--- src/rtl/alu_issue_seq.sv ---
// Issue/write-back sequencer in front of a registered 32-bit ALU.
// Owns an 8 x W register file and runs one instruction at a time.
module alu_issue_seq #(
  parameter int NREG = 8,
  parameter int W    = 32
) (
  input  logic         clk,
  input  logic         rst_n,
  input  logic         instr_valid,
  output logic         instr_ready,
  input  logic [12:0]  instr,
  input  logic [W-1:0] imm,
  output logic [W-1:0] alu_a,
  output logic [W-1:0] alu_b,
  output logic [3:0]   alu_f,
  input  logic [W-1:0] alu_y,
  output logic         result_valid,
  input  logic         result_ready,
  output logic [W-1:0] result,
  output logic         result_err,
  input  logic [2:0]   dbg_sel,
  output logic [W-1:0] dbg_data
);

  localparam int IW = $clog2(NREG);

  typedef enum logic [1:0] {
    IDLE  = 2'd0,
    ISSUE = 2'd1,
    WAIT  = 2'd2,
    RESP  = 2'd3
  } state_t;

  typedef enum logic [3:0] {
    OP_AND   = 4'd0,
    OP_OR    = 4'd1,
    OP_SUB   = 4'd2,
    OP_EQ    = 4'd3,
    OP_GT    = 4'd4,
    OP_LOADI = 4'd8
  } op_t;

  state_t         state_q, state_d;
  logic [3:0]     op_q;
  logic [IW-1:0]  rd_q, rs1_q, rs2_q;
  logic [W-1:0]   regs [NREG];
  logic [W-1:0]   result_q;
  logic           err_q;

  // Instruction field decode
  logic [3:0]     in_op;
  logic [IW-1:0]  in_rd, in_rs1, in_rs2;
  logic           accept, is_alu, is_loadi;

  assign in_op    = instr[3:0];
  assign in_rd    = instr[4 +: IW];
  assign in_rs1   = instr[7 +: IW];
  assign in_rs2   = instr[10 +: IW];
  assign is_alu   = (in_op <= OP_GT);
  assign is_loadi = (in_op == OP_LOADI);

  assign instr_ready = (state_q == IDLE);
  assign accept      = instr_valid && instr_ready;

  // Write-back and result-load controls
  logic           wr_en;
  logic [IW-1:0]  wr_idx;
  logic [W-1:0]   wr_data;
  logic           res_en;
  logic [W-1:0]   res_data;
  logic           res_err;

  always_comb begin
    // NOTE: every output of this block gets a default first, so no path can infer a latch.
    state_d  = state_q;
    wr_en    = 1'b0;
    wr_idx   = rd_q;
    wr_data  = alu_y;
    res_en   = 1'b0;
    res_data = alu_y;
    res_err  = 1'b0;
    case (state_q)
      IDLE: begin
        if (accept) begin
          if (is_alu) begin
            state_d = ISSUE;
          end else begin
            state_d = RESP;
            res_en  = 1'b1;
            if (is_loadi) begin
              wr_en    = 1'b1;
              wr_idx   = in_rd;
              wr_data  = imm;
              res_data = imm;
            end else begin
              res_data = '0;
              res_err  = 1'b1;
            end
          end
        end
      end
      ISSUE: state_d = WAIT;
      WAIT: begin
        // ALU result registered at the ISSUE->WAIT edge is valid now
        state_d = RESP;
        wr_en   = 1'b1;
        res_en  = 1'b1;
      end
      RESP: begin
        if (result_ready) state_d = IDLE;
      end
      default: state_d = IDLE;
    endcase
  end

  // NOTE: sequential state uses non-blocking assignments so all flops update together at the edge.
  always_ff @(posedge clk or negedge rst_n) begin
    if (!rst_n) begin
      state_q <= IDLE;
    end else begin
      state_q <= state_d;
    end
  end

  always_ff @(posedge clk or negedge rst_n) begin
    if (!rst_n) begin
      op_q  <= '0;
      rd_q  <= '0;
      rs1_q <= '0;
      rs2_q <= '0;
    end else if (accept) begin
      op_q  <= in_op;
      rd_q  <= in_rd;
      rs1_q <= in_rs1;
      rs2_q <= in_rs2;
    end
  end

  // NOTE: the register file is architecturally visible and must read 0 after reset, so it is reset
  // explicitly; this keeps it in flops rather than a RAM macro.
  always_ff @(posedge clk or negedge rst_n) begin
    if (!rst_n) begin
      for (int i = 0; i < NREG; i++) regs[i] <= '0;
    end else if (wr_en) begin
      regs[wr_idx] <= wr_data;
    end
  end

  always_ff @(posedge clk or negedge rst_n) begin
    if (!rst_n) begin
      result_q <= '0;
      err_q    <= 1'b0;
    end else if (res_en) begin
      result_q <= res_data;
      err_q    <= res_err;
    end
  end

  // Operands come from latched fields so they stay stable until the next accept
  assign alu_a        = regs[rs1_q];
  assign alu_b        = regs[rs2_q];
  assign alu_f        = op_q;
  assign result_valid = (state_q == RESP);
  assign result       = result_q;
  assign result_err   = err_q;
  assign dbg_data     = regs[dbg_sel];

endmodule
--- config.mk ---
export PLATFORM = sky130hd
export DESIGN_NAME = alu_issue_seq
export DESIGN_NICKNAME = d
export VERILOG_FILES = /design/src/rtl/alu_issue_seq.sv
export SDC_FILE = /design/constraint.sdc
export NUM_CORES = 1
export LEC_CHECK = 0
export ABC_CLOCK_PERIOD_IN_PS = 4300
export CAP_MARGIN = 40
export CORE_AREA = 2 2 210 171
export DETAILED_ROUTE_END_ITERATION = 10
export DIE_AREA = 0 0 212 173
export PLACE_DENSITY = 0.78
export RECOVER_POWER = 25
export SLEW_MARGIN = 5
export SYNTH_ARGS = -nofsm -noshare
export SYNTH_HDL_FRONTEND = slang
export SYNTH_SLANG_ARGS = --single-unit
--- constraint.sdc ---
create_clock -name clk -period 4.3 [get_ports clk]
set_input_delay 1.29 -clock clk [delete_from_list [all_inputs] [get_ports clk]]
set_output_delay 1.29 -clock clk [all_outputs]
set_load 0.02 [all_outputs]
==> results.py <==
metrics = {
    "timing": {
        "layout_min_cycle_time_ns": 4.30,
        "grt_setup_unrepaired": "no",
        "setup_slack_ns": 0.00466,
        "maxSlewViolCount": 95,
        "setup_viol": 0,
        "max_freq_ghz": 0.233,
        "tightest_slew_ns": 2.69,
        "fin_crit_sh_pct": 99.9,
        "fin_tns_setup_ns": 0,
        "slew_headroom_pct": -79.0,
        "hold_ws_ns": 0.498,
        "hold_viol_final": 0,
        "finClkSkew_ns": 0.0176,
    },
    "floorplanning": {
        "dieArea_um2": 36700,
        "core_area_um2": 34400,
        "floorplan.initialDensity_pct": 54.6,
        "rows": 61,
        "die_h_um": 173,
        "die_w_um": 212,
        "io-pin-count": 219,
    },
    "worst_setup_path": {
        "crit_type": "reg -> out",
        "path_buf_inv": 2,
        "critPathArrivalTime_ns": 3.01,
        "slowest_delay_ns": 0.70,
        "cp_max_fo": 19,
        "critPathCaptureType": "output pin",
        "start_kind": "register",
        "crit_path_start": "rs1_q[0]$_DFFE_PN0N_",
        "crit_chain": "buf_12, mux4_2, o21ai_0, clkdlybuf4s50_1",
        "cpMaxStageDelayCell": "clkdlybuf4s50_1",
        "required_ns": 3.01,
        "cp_top_family": "buffers and inverters",
        "timing.rr.start": "state_q[1]$_DFFE_PN0P_",
    },
    "cells_and_area": {
        "regArea_um2": 7620,
        "multi_input_area_um2": 9410,
        "n_antenna_cell": 0,
        "nets": 2101,
        "drive_gt1_share_pct": 20.4,
        "syn_to_final_growth_pct": 22.1,
        "nFillCells": 2576,
    },
    "global_route": {
        "met2_usage_pct": 55.3,
        "grt_pass1_vias": 17900,
        "antenna_found_initial": 0,
        "grt-ovfl-total": 0,
        "grt_pass1_wl_mm": 105,
        "grtUsageTotal_pct": 37.7,
        "grtUsageMet3_pct": 10.6,
        "globalRouteMet1Util_pct": 51.4,
        "grt-busiest-layer": "met2",
        "grt_max_degree": 96,
    },
    "drt": {
        "viasPerCell": 7.07,
        "drc_errors": 0,
        "routed_wirelength_mm": 69.4,
        "vias": 17700,
        "wire_per_inst_um": 27.6,
        "drtPass1Iterations": 6,
        "drtIter0Drc": 2560,
        "drtAntennaViolNets": 0,
    },
    "status": {
        "violations": "capacitance limit, slew limit",
        "outcome": "complete, but fails checks",
    },
    "logic_synthesis": {
        "syn_area_um2": 18800,
        "syn-num-nets": 1969,
        "synth_top_area_share_pct": 40.5,
        "syn_area_per_cell_um2": 9.98,
        "synth_area_leaders": "dfrtp_1 (40%), mux4_2 (23%), o22ai_1 (8.5%)",
        "ys_seq_area_share_pct": 40.5,
        "synth_seq_cells": 304,
        "yosysTopAreaCell": "dfrtp_1",
        "synthCells": 1882,
        "yosys.cell_types.count": 37,
        "yosys_warnings": 0,
    },
    "clock_tree": {
        "clockBufferDepth": 3,
        "cts_root_buffer": "clkbuf_16",
        "clock_latency_ns": 0.53,
        "htreeDepth": 2,
        "cts_tree": "done",
        "clock-sinks": 304,
        "clkTransAtPathRegs_ns": 0.06,
        "cts_made_buffers": 34,
    },
    "place": {
        "place_congestion": 0.921,
        "portBuffers": 218,
        "dpl.hpwl_mm": 43.7,
        "post-place-ws_ns": -0.178,
    },
    "worst_hold_path": {
        "hp-start": "alu_f[3]$_DFFE_PN0N_",
        "min_path_type": "reg -> reg",
    },
    "power_and_ir_drop": {
        "p_per_area_nw_per_um2": 808,
        "cellLeakagePower_uw": 0.00986,
        "vdd_drop_max_uv": 503,
    },
    "job": {
        "cap_viol_max_count": 1,
    },
}
==> synth_stat cells <==
cell type  instances
and2_0             3
nor2b_1            2
or4_1              4
nor3b_1            1
nor4b_1            2
and4_1             1
and2_1             7
a21oi_2           30
mux2_2             3
o22ai_1          254
a21oi_1          226
nand3_1            4
mux4_2           192
o21a_1             1
inv_1            259
buf_6              5
buf_1             44
nor3_1             1
a2bb2oi_1         32
ha_1               3
o221a_2            2
nor4bb_1           3
o32a_1             1
nor4_1             1
nor2_1             3
buf_2              9
or4b_4             1
o21ai_0          128
o311a_1            1
nand2b_1           1
clkbuf_2           1
nand4_1            2
dfrtp_1          304
o21ai_1            8
nand2_1          170
clkbuf_1         170
and4b_1            3
==> worst reg2reg max path, cell delays in order (launching register included) <==
cell and delay (ns):
dfrtp_1 0.41, inv_1 0.09, ha_1 0.32, nand2_1 0.29, buf_4 0.34, o21ai_4 0.20
and2_1 0.53, buf_12 0.29, a21oi_1 0.12
==> through the flow <==
step / total power, µW / util [%] / area (µm²) / instances
after floorplan: 11100 / - / 18800 / 1882
after global placement: 14800 / 63.3 / 21800 / 2440
after detailed placement: 15200 / 63.3 / 21800 / 2440
after CTS: 18300 / 66.5 / 22900 / 2500
after global routing: 19300 / 66.7 / 22900 / 2510
final: 18500 / 66.7 / 22900 / 2510
==> layout by cell type (no fill, tap or decap), types with 4 or more instances in the layout <==
master             n
and2_1             9
a21oi_1          226
clkbuf_1           6
inv_1            259
dlygate4sd2_1     29
or4_1              4
mux4_2           192
dfrtp_2            4
nand2_1          170
clkbuf_16         35
o21ai_4            8
o21ai_0          125
a21oi_2           30
buf_4             86
dfrtp_1          298
clkbuf_8          10
clkinv_2           4
o22ai_1          254
clkdlybuf4s50_1  181
a2bb2oi_1         32
buf_12            21
==> what timing repair did <==
action / CTS / global route
hold buffers: 0 / 0
gates resized for setup: 34 / 3
setup endpoints to repair: 35 / 15
buffers inserted: 0 / 10
==> layer usage <==
| layer | part of all wire, % | wire [µm] |
|---|---|---|
| met2 | 45 | 31000 |
| met5 | 0 | 0 |
| met1 | 36 | 25000 |
| met4 | 5.2 | 3640 |
| met3 | 14 | 9730 |
==> power breakdown <==
| part | switching (µW) | leakage (µW) | internal (µW) |
|---|---|---|---|
| logic | 5290 | 0.00607 | 4840 |
| registers | 1150 | 0.00321 | 4150 |
| clock network | 1250 | 0.000576 | 1850 |
==> final timing paths <==
path	slack, ns	cells after the start	endpoint
hold reg to reg	0.50	2	alu_f[3]$_DFFE_PN0N_
setup / recovery	0.005	4	alu_a[3]
max in group asynchronous	0.54	2	regs[115]$_DFFE_PN0P_
setup reg to reg	1.58	8	regs[6]$_DFFE_PN0P_
min in group asynchronous	1.58	1	regs[199]$_DFFE_PN0P_
hold / removal	0.50	2	alu_f[3]$_DFFE_PN0N_
==> flip-flops by register name, indices dropped and copies added (netlist names) <==
name and count:
rd_q 3, alu_f 4, regs 256, rs1_q 3, result 32, result_err 1
state_q 2, rs2_q 3
==> final cells by class <==
cell class | instances | area share [%]
Sequential cell | 304 | 33.2
Clock inverter | 10 | 0.589
Multi-Input combinational cell | 1090 | 41.0
Inverter | 259 | 4.24
Clock buffer | 50 | 4.50
Timing Repair Buffer | 325 | 13.9
Tap cell | 472 | 2.57
==> cell families (layout without fill, tap and decap cells) <==
logic type                 after synthesis  in the layout  share of synthesized area, %
DFF                                    304            304                          40.5
muxes                                  195            195                          23.2
and+or+nand+nor                        209            209                          4.85
adders and majority gates                3              3                         0.200
AOI/OAI and AO/OA                      683            683                          21.3
buffers and inverters                  488            644                          10.0
Note: power is estimated with default switching activity, not from simulation.
